## src/rtl/prover_compute_v_srunload_pkg.sv

```systemverilog
// Shared types for the compute_v serial unload drain.
// Element width falls back to 16 bits when the field arithmetic defines are not loaded.
`ifndef F_NBITS
`define F_NBITS 16
`endif

package prover_compute_v_srunload_pkg;
  typedef enum logic {
    ST_IDLE  = 1'b0,
    ST_SHIFT = 1'b1
  } state_t;
endpackage

```

## src/rtl/prover_compute_v_srunload_srelem.sv

```systemverilog
// One slot of the unload chain: parallel load, or shift by one or two positions.
module prover_compute_v_srelem #(
  parameter int W = 16
) (
  input  logic         clk,
  input  logic         rstb,
  input  logic         en,
  input  logic         load,
  input  logic         bypass,
  input  logic [W-1:0] in_normal,
  input  logic [W-1:0] in_bypass,
  input  logic [W-1:0] in_load,
  output logic [W-1:0] q
);
  always_ff @(posedge clk or negedge rstb) begin
    if (!rstb)    q <= '0;
    else if (en)  q <= load ? in_load : (bypass ? in_bypass : in_normal);
  end
endmodule

```

## src/rtl/prover_compute_v_srunload.sv

```systemverilog
// Parallel-in / serial-out drain for compute_v: load a vector, emit slot 0 each beat.
module prover_compute_v_srunload
  import prover_compute_v_srunload_pkg::*;
#(
  parameter int NELMS    = 8,
  parameter int CNT_BITS = $clog2(NELMS + 1)
) (
  input  logic                      clk,
  input  logic                      rstb,
  input  logic                      in_valid,
  output logic                      in_ready,
  input  logic [NELMS*`F_NBITS-1:0] in_data,
  input  logic [CNT_BITS-1:0]       in_count,
  input  logic                      in_stride2,
  output logic                      out_valid,
  input  logic                      out_ready,
  output logic [`F_NBITS-1:0]       out_data,
  output logic                      out_last,
  input  logic                      flush,
  output logic                      busy
);
  localparam int W    = `F_NBITS;
  localparam int HALF = (NELMS + 1) / 2;

  logic [NELMS-1:0][W-1:0] slot;
  state_t                  state, state_nxt;
  logic [CNT_BITS-1:0]     remaining, remaining_nxt, eff_count, cap;
  logic                    stride2, stride2_nxt;
  logic                    load_fire, shift_fire, slot_en;

  // Stride-2 can never emit more than the even-indexed half of the chain.
  always_comb begin
    cap       = in_stride2 ? CNT_BITS'(HALF) : CNT_BITS'(NELMS);
    eff_count = (in_count > cap) ? cap : in_count;
  end

  assign slot_en = load_fire | shift_fire;

  for (genvar i = 0; i < NELMS; i++) begin : g_slot
    logic [W-1:0] nrm, byp;
    if (i + 1 < NELMS) begin : g_n
      assign nrm = slot[i+1];
    end else begin : g_nz
      assign nrm = '0;
    end
    if (i + 2 < NELMS) begin : g_b
      assign byp = slot[i+2];
    end else begin : g_bz
      assign byp = '0;
    end
    prover_compute_v_srelem #(.W(W)) u_elem (
      .clk       (clk),
      .rstb      (rstb),
      .en        (slot_en),
      .load      (load_fire),
      .bypass    (stride2),
      .in_normal (nrm),
      .in_bypass (byp),
      .in_load   (in_data[i*W +: W]),
      .q         (slot[i])
    );
  end

  always_ff @(posedge clk or negedge rstb) begin
    if (!rstb) begin
      state     <= ST_IDLE;
      remaining <= '0;
      stride2   <= 1'b0;
    end else begin
      state     <= state_nxt;
      remaining <= remaining_nxt;
      stride2   <= stride2_nxt;
    end
  end

  always_comb begin
    state_nxt     = state;
    remaining_nxt = remaining;
    stride2_nxt   = stride2;
    in_ready      = 1'b0;
    out_valid     = 1'b0;
    out_last      = 1'b0;
    load_fire     = 1'b0;
    shift_fire    = 1'b0;
    case (state)
      ST_IDLE: begin
        in_ready = ~flush;
        if (in_valid && !flush) begin
          load_fire     = 1'b1;
          stride2_nxt   = in_stride2;
          remaining_nxt = eff_count;
          if (eff_count != '0) state_nxt = ST_SHIFT;
        end
      end
      ST_SHIFT: begin
        out_valid = 1'b1;
        out_last  = (remaining == CNT_BITS'(1));
        if (out_ready && !flush) begin
          shift_fire    = 1'b1;
          remaining_nxt = remaining - CNT_BITS'(1);
          if (out_last) state_nxt = ST_IDLE;
        end
      end
      default: state_nxt = ST_IDLE;
    endcase
    // Flush wins over any handshake seen in the same cycle; slots keep their contents.
    if (flush) begin
      state_nxt     = ST_IDLE;
      remaining_nxt = '0;
    end
  end

  assign out_data = out_valid ? slot[0] : '0;
  assign busy     = (state != ST_IDLE);
endmodule

```

## config.mk

```make
export PLATFORM = sky130hd
export DESIGN_NAME = prover_compute_v_srunload
export DESIGN_NICKNAME = d
export VERILOG_FILES = /design/src/rtl/prover_compute_v_srunload_pkg.sv /design/src/rtl/prover_compute_v_srunload_srelem.sv /design/src/rtl/prover_compute_v_srunload.sv
export SDC_FILE = /design/constraint.sdc
export NUM_CORES = 1
export LEC_CHECK = 0
export ABC_AREA = 1
export ABC_CLOCK_PERIOD_IN_PS = 1800
export CORE_MARGIN = 8
export CORE_UTILIZATION = 25
export DETAILED_ROUTE_END_ITERATION = 16
export PLACE_DENSITY = 0.49
export RECOVER_POWER = 100
export SYNTH_ARGS = -nofsm -noshare
export SYNTH_HDL_FRONTEND = slang
export SYNTH_SLANG_ARGS = --single-unit
```

## constraint.sdc

```tcl
create_clock -name clk -period 1.8 [get_ports clk]
set_clock_uncertainty 0.15 [all_clocks]
set_input_delay 0.36 -clock clk [delete_from_list [all_inputs] [get_ports clk]]
set_output_delay 0.36 -clock clk [all_outputs]
set_load 0.03 [all_outputs]
```

# --- Word level (Yosys, flattened, before mapping) ---
# Cells that the tools add are included.
word_totals:
  regBits: 134
  in_bits: 138
  out_inout_bits: 20
  elab_cells: 60
op_classes:
  n_addsub: 1
  order_cmp: 1
  n_eq_ne: 3
  n_mux: 35
  n_bitwise: 3
  n_reduce_logical: 6
op_table:
  columns: ["operator", "count"]
  rows:
  - ["2-to-1 mux 16 bit", 16]
  - ["2-to-1 mux 4 bit", 5]
  - ["2-to-1 mux 1 bit", 12]
  - ["case mux 4 bit (2 select lines)", 1]
  - ["== test 4 x 1 -> 1 bit, second input constant", 1]
  - ["greater-than comparator 4 bit", 1]
  - ["AND reduction 2 bit", 2]
  - ["nonzero test 4 bit", 1]
  - ["subtractor 4 x 1 -> 4 bit, second input constant", 1]
  - ["!= test 3 x 2 -> 1 bit, second input constant", 1]
  - ["!= test 3 bit, second input constant", 1]
  - ["logical AND 1 bit", 2]
  - ["inverter 1 bit", 2]
  - ["case mux 1 bit (2 select lines)", 1]
  - ["logical NOT 1 bit", 1]
  - ["OR 1 bit", 1]

# --- Longest topological paths before layout ---
# Gate-level depths: netlist of the first run.
depth:
  ltp_word: 8
  ltp_mapped: 10
  ltp_nobuf: 10

# --- By module ---
# Synthesis of the first run repeated with hierarchy kept, for this count alone.
unflattened:
  cells_unflattened: 1360
  area_unflattened_um2: 8775.9
modules_own_cells:
  columns: ["module", "n_inst", "cells_each", "area_each_um2", "seq_area_each_um2"]
  rows:
  - ["prover_compute_v_srelem", 8, 156, 1018.5, 400.4]
  - ["prover_compute_v_srunload", 1, 112, 628.1, 150.1]

# --- Worst setup path before layout of the first run ---
# Ideal clock, no wire load.
synth_path:
  path_kind: "reg-to-output"
  from: "register state, in the netlist busy"
  to: "output port out_last"
  arrival_ns: 1.549
  required_ns: 1.290
  path_slack_ns: -0.259
  stages_incl_launch_ff: 3
  path_cell_list: "dfrtp_1 inv_1 nor3_1"
synth_between:
  elab_chain_cells: 1
synth_rtl:
  columns: ["item", "line", "text"]
  rows:
  - ["from (decl)", "prover_compute_v_srunload.sv:26", "state_t state, state_nxt;"]
  - ["from (signal assigned)", "prover_compute_v_srunload.sv:70", "state <= state_nxt;"]
  - ["2-to-1 mux 1 bit", "prover_compute_v_srunload.sv:85", "case (state)"]
  - ["to (decl)", "prover_compute_v_srunload.sv:18", "output logic out_last,"]
# No other way between the ends.

# --- Worst setup path in the final report of the first run ---
layout_path:
  from: "register state, in the netlist busy"
  to: "output port out_data[1]"
layout_between:
  elab_chain_cells: 2
layout_rtl:
  columns: ["item", "line", "text"]
  rows:
  - ["2-to-1 mux 1 bit", "prover_compute_v_srunload.sv:85", null]
  - ["2-to-1 mux 16 bit", "prover_compute_v_srunload.sv:113", "assign out_data = out_valid ? slot[0] : '0;"]
  - ["to (decl)", "prover_compute_v_srunload.sv:17", "output logic [`F_NBITS-1:0] out_data,"]
# No other way between the ends.

==> impl_metrics.py, run 1 <==
metrics = {
    "floorplan": {
        "coreArea_um2": 28700,
        "io_pins": 158,
        "die_x_um": 187,
        "rows": 62,
        "initial_core_util_pct": 25.4,
        "dieArea_um2": 34900,
        "die_y_um": 187,
    },
    "finish": {
        "drive_above_1_share_pct": 13.8,
        "area_growth_pct": 42.8,
        "final_common_cell": "nand2_1",
        "layout_common_cells": "nand2_1, o21ai_0, clkdlybuf4s50_1",
        "diodes": 0,
        "post-route-util_pct": 36.3,
        "final_nets": 1293,
        "stdcell_count": 1548,
        "fill_cells": 3034,
    },
    "worst_setup_path": {
        "r2r_slack_ns": 0.07,
        "endpoint_kind": "output port",
        "r2r_cells": 7,
        "timing.rr.end": "g_slot[4].u_elem.q[5]",
        "cp.required_ns": 1.29,
        "critical_path_arrival_ns": 1.40,
        "worstSetupPathType": "reg2out",
        "regToRegStartpoint": "busy",
        "start_kind": "flop",
        "crit_fanout": 8,
    },
    "flow_run": {
        "maxCapViolations": 0,
    },
    "worst_hold_path": {
        "hold_depth": 2,
        "worstHoldStart": "g_slot[1].u_elem.q[8]",
        "whs_endpoint": "g_slot[1].u_elem.q[8]",
        "timing.hold.worst.class": "reg2reg",
    },
    "synthesis": {
        "synth_cell_types": 22,
        "synth_top_area_share_pct": 46.0,
        "ys_ff_latch": 134,
        "synth_nets": 1127,
        "syn-cell-area_um2": 7290,
        "avgSynthCellArea_um2": 7.41,
        "yosysTopAreaCell": "dfrtp_1",
        "synth_warnings": 0,
        "seq_area_frac_synth_pct": 46.0,
        "syn_inst": 985,
        "synth_area_leaders": "dfrtp_1, nand2_1, o21ai_0",
    },
    "detailed_routing": {
        "drt_iter0_markers": 604,
        "wl_per_cell_um": 16.1,
        "via_per_inst": 4.42,
        "top_layer_used": "met4",
        "totalWireLength_um": 24800,
        "routed-wl-met2_um": 10500,
        "num_vias": 6848,
        "drt_drc_violations_left": 0,
        "drtAntennaViolNets": 0,
        "met3_length_um": 1300,
        "drt-met1-wl_um": 12800,
        "dr.pass1.iters": 5,
    },
    "timing": {
        "setup_ws_ns": -0.111,
        "rsz0062_at_grt": "yes",
        "period_needed_ns": 1.91,
        "final_max_slew_viol_count": 0,
        "hold_slack_ns": 0.340,
        "slew_headroom_pct": 51.6,
        "setup_viol": 16,
        "tightestPinTransition_ns": 0.726,
        "finalHoldViolCount": 0,
        "fin_crit_sh_pct": 106,
        "max_freq_mhz": 523,
    },
    "clock_tree": {
        "clkSinkCount": 134,
        "numCtsBuffers": 17,
        "htreeDepth": 4,
        "insertion_delay_ns": 0.42,
        "cts_tree": "yes",
        "clk_path_buf_depth": 2,
        "clk_pin_slew_ns": 0.06,
        "root_buffer": "clkbuf_16",
    },
    "pwr": {
        "pwr-share-clk_pct": 31.1,
        "peakVddDrop_uv": 635,
        "p_total_mw": 11.7,
        "intPower_mw": 7.71,
        "netSwitchingFraction_pct": 33.9,
        "seqPwrFrac_pct": 38.7,
        "leakage_nw": 4.63,
        "combPwrFrac_pct": 30.2,
        "p_sw_mw": 3.95,
        "power_density_nw_per_um2": 1120,
    },
    "grt": {
        "grt_pass1_vias": 6805,
        "grt_start_max_net_pins": 97,
        "grt_pass1_wl_um": 39300,
        "grt_usage_pct": 14.1,
        "antenna_found_initial": 0,
        "overflow": 0,
    },
    "outcome": {
        "violations": "setup timing",
        "status": "finished, violations left",
    },
    "place": {
        "placedCellCount": 1509,
        "dp_hpwl_um": 18100,
        "port_buffers": 157,
        "gp_congestion": 0.780,
    },
}
## metal layers
metal  up-vias  global-route usage (%)
li1       3569                       -
met1      3079                    20.6
met2       184                    20.4
met3        16                    3.90
met4         0                    2.60
met5         -                       0
## cell usage after synthesis (all sizes together)
master / n
nand2: 345
o21ai: 246
dfrtp: 134
nand3: 72
inv: 65
buf: 43
clkbuf: 32
o211ai: 32
nor2: 7
ha: 4
a21oi: 3
nor3: 1
o21a: 1
## layout make-up
type / count / area [um^2] / area share (%)
clock buffers: 19 / 453 / 4.35
clock inverters: 13 / 155 / 1.49
inverters: 65 / 244 / 2.34
multi-input cells: 711 / 3360 / 32.3
flip-flops and latches: 134 / 3360 / 32.2
well taps: 384 / 480 / 4.61
repair buffers: 222 / 2360 / 22.7
## cells by family (layout without fill, tap and decap cells)
family,Yosys count,in the layout,share of synthesized area [%]
AO/OA/AOI/OAI,282,282,20.5
adder cells (fa/ha/maj),4,4,0.686
buffers and inverters,140,319,9.52
flip-flops,134,134,46.0
AND/OR/NAND/NOR,425,425,23.3
## power groups by stage
stage | Clock (mW) | Sequential, mW | Combinational (mW)
final | 3.62 | 4.51 | 3.52
after global routing | 3.83 | 4.63 | 4.01
after CTS | 3.70 | 4.48 | 3.50
after detailed placement | 0 | 4.53 | 3.42
after global placement | 0 | 4.51 | 3.40
after floorplan | 0 | 4.31 | 2.20
## what timing repair did
item | CTS | global route
hold buffers | 1 | 0
gates resized for setup | 26 | 39
pin swaps | 2 | 1
setup endpoints to repair | 18 | 35
buffers inserted | 2 | 3
endpoints found under the hold margin | 40 | 0
cloned | 0 | 1
## per-stage QoR
step                      setup WS [ns]  TNS (ns)  area [um^2]
final                            -0.111     -1.55        10400
after global routing             -0.169     -3.21        10400
after CTS                        -0.140    -0.293        10300
after detailed placement         -0.383    -31.06         9600
after global placement           -0.367    -28.00         9600
after floorplan                  0.0179         0         7300
## state kept, by name, summed over array words and instances (netlist names)
name	count
stride2	1
busy	1
remaining	4
g_slot.u_elem.q	128
## worst max path at each step
stage	start	slack (ns)	end
3_5_place_dp	flush	-0.38	g_slot[5].u_elem.q[0]
6_report	busy	-0.11	out_data[1]
2_1_floorplan	busy	0.02	g_slot[1].u_elem.q[15]
4_1_cts	remaining[1]	-0.14	out_last
3_3_place_gp	flush	-0.37	g_slot[5].u_elem.q[0]
5_1_grt	busy	-0.17	out_data[4]
## worst max-delay path, cell delays in order, from the launching register on
cell	delay, ns
dfrtp_2	0.45
buf_6	0.14
clkbuf_16	0.17
nand2_2	0.06
inv_2	0.03
buf_6	0.12
Note: power is estimated with default switching activity, not from simulation.
==> run 2: changes to the inputs <==
--- a/config.mk
+++ b/config.mk
@@ -8,9 +8,10 @@
 export ABC_AREA = 1
 export ABC_CLOCK_PERIOD_IN_PS = 1800
 export CORE_MARGIN = 8
-export CORE_UTILIZATION = 25
+export CORE_UTILIZATION = 40
 export DETAILED_ROUTE_END_ITERATION = 16
-export PLACE_DENSITY = 0.49
+export MAX_ROUTING_LAYER = met4
+export PLACE_DENSITY = 0.69
 export RECOVER_POWER = 100
 export SYNTH_ARGS = -nofsm -noshare
 export SYNTH_HDL_FRONTEND = slang
==> impl_metrics.py, run 2 (synthesis results as in run 1) <==
metrics = {
    "outcome": {
        "status": "finished, violations left",
        "violations": "setup timing",
    },
    "grt": {
        "grt_pass1_vias": 6633,
        "grt_pass1_wl_um": 34200,
        "grt_start_max_net_pins": 72,
        "grt_usage_pct": 19.5,
        "overflow": 0,
        "antenna_found_initial": 1,
    },
    "pwr": {
        "power_density_nw_per_um2": 1120,
        "peakVddDrop_uv": 774,
        "leakage_nw": 4.43,
    },
    "floorplan": {
        "io_pins": 158,
        "die_x_um": 151,
        "die_y_um": 151,
        "initial_core_util_pct": 40.7,
        "rows": 49,
        "dieArea_um2": 22800,
        "coreArea_um2": 17900,
    },
    "clock_tree": {
        "clkSinkCount": 134,
        "numCtsBuffers": 17,
        "cts_tree": "yes",
        "insertion_delay_ns": 0.42,
        "root_buffer": "clkbuf_16",
        "clk_path_buf_depth": 2,
        "htreeDepth": 4,
        "clk_pin_slew_ns": 0.06,
    },
    "timing": {
        "finalHoldViolCount": 0,
        "fin_crit_sh_pct": 104,
        "hold_slack_ns": 0.335,
        "rsz0062_at_grt": "yes",
        "setup_viol": 17,
        "tightestPinTransition_ns": 0.735,
        "setup_ws_ns": -0.0735,
        "max_freq_mhz": 534,
        "slew_headroom_pct": 51.0,
        "period_needed_ns": 1.87,
        "final_max_slew_viol_count": 0,
    },
    "place": {
        "gp_congestion": 0.822,
        "port_buffers": 157,
        "dp_hpwl_um": 15200,
        "placed_area_um2": 9160,
    },
    "worst_hold_path": {
        "worstHoldStart": "g_slot[0].u_elem.q[14]",
        "whs_endpoint": "g_slot[0].u_elem.q[14]",
        "hold_depth": 2,
        "timing.hold.worst.class": "reg2reg",
    },
    "detailed_routing": {
        "totalWireLength_um": 21200,
        "wl_per_cell_um": 15.5,
        "drt_drc_violations_left": 0,
        "dr.pass1.iters": 6,
        "via_per_inst": 5.05,
        "drt_iter0_markers": 598,
        "num_vias": 6930,
        "drtAntennaViolNets": 0,
    },
    "finish": {
        "regMostFlops": "g_slot.u_elem.q",
        "area_growth_pct": 34.3,
        "drive_above_1_share_pct": 10.2,
        "layout_common_cells": "nand2_1, o21ai_0, clkdlybuf4s50_1",
        "largestRegisters": "g_slot.u_elem.q: 128 flops, remaining: 4 flops",
        "largest_register_ff_count": 128,
        "final_nets": 1272,
        "post-route-util_pct": 54.7,
        "fill_cells": 1710,
        "regArea_um2": 3360,
        "final_common_cell": "nand2_1",
        "multi_input_area_um2": 3290,
        "stdcell_area_um2": 9800,
    },
    "worst_setup_path": {
        "worstSetupPathType": "reg2out",
        "crit_fanout": 3,
        "critical_path_arrival_ns": 1.36,
        "timing.rr.end": "g_slot[5].u_elem.q[7]",
        "regToRegStartpoint": "busy",
        "endpoint_kind": "output port",
        "start_kind": "flop",
        "r2r_cells": 7,
        "r2r_slack_ns": 0.02,
        "cp.required_ns": 1.29,
    },
    "flow_run": {
        "maxCapViolations": 0,
    },
}
run 2: cell types whose count changed in the layout (fill, tap and decap cells not counted), sizes merged:
cell,previous run,this run
inv,65,66
buf,78,61
clkbuf,26,23
clkinv,7,9
clkinvlp,3,1
diode,0,1
bufinv,3,1
run 2: worst max-delay path, stage by stage (launching register included):
cell	delay, ns
dfrtp_1	0.43
ha_4	0.17
nand2_4	0.05
nor3_4	0.13
buf_6	0.15
run 2: where the power goes:
group	internal, mW	switching, mW	leakage (nW)
clock	1.96	1.32	0.280
sequential	3.86	0.599	1.71
combinational	1.46	1.80	2.44
run 2: worst max path at each step:
stage / cells past startpoint / slack [ns] / end / startpoint
4_1_cts: 5 / -0.14 / out_last / remaining[1]
2_1_floorplan: 6 / 0.02 / g_slot[1].u_elem.q[15] / busy
3_3_place_gp: 6 / -0.26 / g_slot[5].u_elem.q[1] / flush
6_report: 4 / -0.07 / out_last / remaining[0]
3_5_place_dp: 6 / -0.28 / g_slot[5].u_elem.q[1] / flush
5_1_grt: 5 / -0.14 / out_last / remaining[1]
run 2: layout make-up:
class / count / area share (%)
inverter: 65 / 2.49
antenna: 1 / 0.0255
multi-input combinational: 711 / 33.6
tap: 229 / 2.92
timing repair buffer: 201 / 21.0
sequential: 134 / 34.3
clock buffer: 20 / 4.66
clock inverter: 12 / 1.05
run 2: stage by stage:
step	instances	setup WS (ns)	total power [mW]	setup TNS [ns]
2_1_floorplan	985	0.0179	6.51	0
3_3_place_gp	1332	-0.258	7.64	-15.96
3_5_place_dp	1332	-0.282	7.72	-21.66
4_1_cts	1369	-0.142	11.1	-1.02
5_1_grt	1373	-0.138	11.8	-5.29
6_report	1373	-0.0735	11.0	-0.403
run 2: per-layer routing:
metal,share of wire (%),GRT usage (%),routed length [um],up-vias
li1,-,-,-,3537
met1,47,26.7,10100,3113
met2,44,28.9,9400,261
met3,6.8,3.67,1440,19
met4,1.5,5.49,316,0
met5,0,-,0,-
run 2: timing repair:
action / in CTS / in global routing
resized for setup: 26 / 14
setup buffers: 4 / 3
endpoints found under the hold margin: 114 / 0
hold buffers: 1 / 0
setup endpoints to repair: 20 / 17
pin swaps: 2 / 1
==> run 3: changes to the inputs <==
--- a/config.mk
+++ b/config.mk
@@ -7,6 +7,7 @@
 export LEC_CHECK = 0
 export ABC_AREA = 1
 export ABC_CLOCK_PERIOD_IN_PS = 1800
+export CORE_ASPECT_RATIO = 1.5
 export CORE_MARGIN = 8
 export CORE_UTILIZATION = 40
 export DETAILED_ROUTE_END_ITERATION = 16
==> impl_metrics.py, run 3 (synthesis results as in run 1) <==
metrics = {
    "detailed_routing": {
        "top_layer_used": "met4",
        "drt_iter0_markers": 880,
        "num_vias": 7570,
        "wl_per_cell_um": 18.8,
        "met3_length_um": 1550,
        "drtAntennaViolNets": 0,
        "drt-met1-wl_um": 10100,
        "dr.pass1.iters": 5,
        "totalWireLength_um": 26300,
        "via_per_inst": 5.41,
        "routed-wl-met2_um": 13500,
        "drt_drc_violations_left": 0,
    },
    "floorplan": {
        "coreArea_um2": 17900,
        "initial_core_util_pct": 40.7,
        "dieArea_um2": 22900,
        "io_pins": 158,
        "rows": 60,
        "die_x_um": 126,
        "die_y_um": 181,
    },
    "pwr": {
        "power_density_nw_per_um2": 1110,
        "peakVddDrop_uv": 595,
        "seqPwrFrac_pct": 37.1,
        "leakage_nw": 4.99,
        "pwr-share-clk_pct": 29.5,
        "p_total_mw": 12.1,
        "combPwrFrac_pct": 33.4,
        "intPower_mw": 7.81,
        "netSwitchingFraction_pct": 35.3,
        "p_sw_mw": 4.25,
    },
    "finish": {
        "multi_input_area_um2": 3660,
        "largestRegisters": "g_slot.u_elem.q: 128 flops, remaining: 4 flops",
        "layout_common_cells": "nand2_1, o21ai_1, clkdlybuf4s50_1",
        "stdcell_area_um2": 10900,
        "post-route-util_pct": 60.7,
        "final_nets": 1308,
        "regMostFlops": "g_slot.u_elem.q",
        "area_growth_pct": 49.4,
        "regArea_um2": 3360,
        "stdcell_count": 1400,
        "largest_register_ff_count": 128,
        "drive_above_1_share_pct": 17.9,
        "final_common_cell": "nand2_1",
        "fill_cells": 1489,
    },
    "outcome": {
        "violations": "setup timing",
        "status": "finished, violations left",
    },
    "timing": {
        "setup_viol": 17,
        "tightestPinTransition_ns": 1.09,
        "final_max_slew_viol_count": 0,
        "period_needed_ns": 1.89,
        "fin_crit_sh_pct": 105,
        "max_freq_mhz": 530,
        "finalHoldViolCount": 0,
        "slew_headroom_pct": 27.1,
        "rsz0062_at_grt": "yes",
        "setup_ws_ns": -0.0857,
    },
    "grt": {
        "grt_pass1_vias": 6805,
        "grt_pass1_wl_um": 34200,
        "overflow": 0,
        "antenna_found_initial": 4,
        "grt_start_max_net_pins": 101,
        "grt_usage_pct": 19.2,
    },
    "place": {
        "dp_hpwl_um": 14900,
        "placedCellCount": 1321,
        "placed_area_um2": 9100,
        "port_buffers": 157,
        "gp_congestion": 0.832,
    },
    "clock_tree": {
        "clk_pin_slew_ns": 0.07,
        "htreeDepth": 4,
        "numCtsBuffers": 17,
        "cts_tree": "yes",
        "root_buffer": "clkbuf_16",
        "clkSinkCount": 134,
        "insertion_delay_ns": 0.43,
        "clk_path_buf_depth": 2,
    },
    "worst_setup_path": {
        "crit_fanout": 2,
        "cp.required_ns": 1.29,
        "endpoint_kind": "output port",
        "critical_path_arrival_ns": 1.38,
        "worstSetupPathType": "reg2out",
        "r2r_slack_ns": -0.03,
        "start_kind": "flop",
    },
    "flow_run": {
        "maxCapViolations": 0,
    },
    "worst_hold_path": {
        "timing.hold.worst.class": "in2reg",
    },
}
run 3: area by class of cell:
cell class	instances	share of cell area, %
Antenna cell	4	0.0918
Clock buffer	19	4.16
Clock inverter	13	1.34
Inverter	65	2.30
Multi-Input combinational cell	712	33.5
Sequential cell	134	30.8
Tap cell	217	2.49
Timing Repair Buffer	236	25.3
run 3: path summary, 6_finish.rpt:
path,depth (start not counted),from,to
max,5,remaining[1],out_last
max in group asynchronous,3,rstb,stride2
min in group asynchronous,2,rstb,remaining[2]
max reg2reg,9,busy,g_slot[7].u_elem.q[9]
min reg2reg,2,g_slot[0].u_elem.q[8],g_slot[0].u_elem.q[8]
min,3,in_data[126],g_slot[7].u_elem.q[14]
run 3: per-layer routing:
layer	GRT usage (%)	vias up
li1	-	3620
met2	30.7	355
met4	8.26	0
met3	3.43	81
met1	23.3	3514
met5	-	-
run 3: stage by stage:
step / hold WS [ns] / worst slack, ns / setup TNS (ns)
after detailed placement: 0.154 / -0.359 / -40.22
after floorplan: -0.0856 / 0.0179 / 0
after global routing: 0.347 / -0.140 / -4.49
after global placement: 0.159 / -0.310 / -37.09
final: 0.320 / -0.0857 / -0.311
after CTS: 0.274 / -0.154 / -0.175
run 3: power by group through the flow:
stage / registers, mW / clock network [mW] / logic (mW)
floorplan: 4.31 / 0 / 2.20
global placement: 4.46 / 0 / 3.15
detailed placement: 4.48 / 0 / 3.22
CTS: 4.43 / 3.58 / 3.28
global route: 4.58 / 3.73 / 4.46
finish: 4.48 / 3.56 / 4.03
run 3: worst max-delay path: stages, from the launching register on:
cell and delay (ns):
dfrtp_1 0.40, inv_2 0.08, ha_4 0.13, nand2_4 0.05
nor3_4 0.14, buf_6 0.16
run 3: timing repair:
action,CTS,global route
pin swaps,2,43
hold buffers,1,0
endpoints found under the hold margin,34,0
resized for setup,11,236
gates cloned,0,27
setup endpoints to repair,18,78
setup buffers,5,11
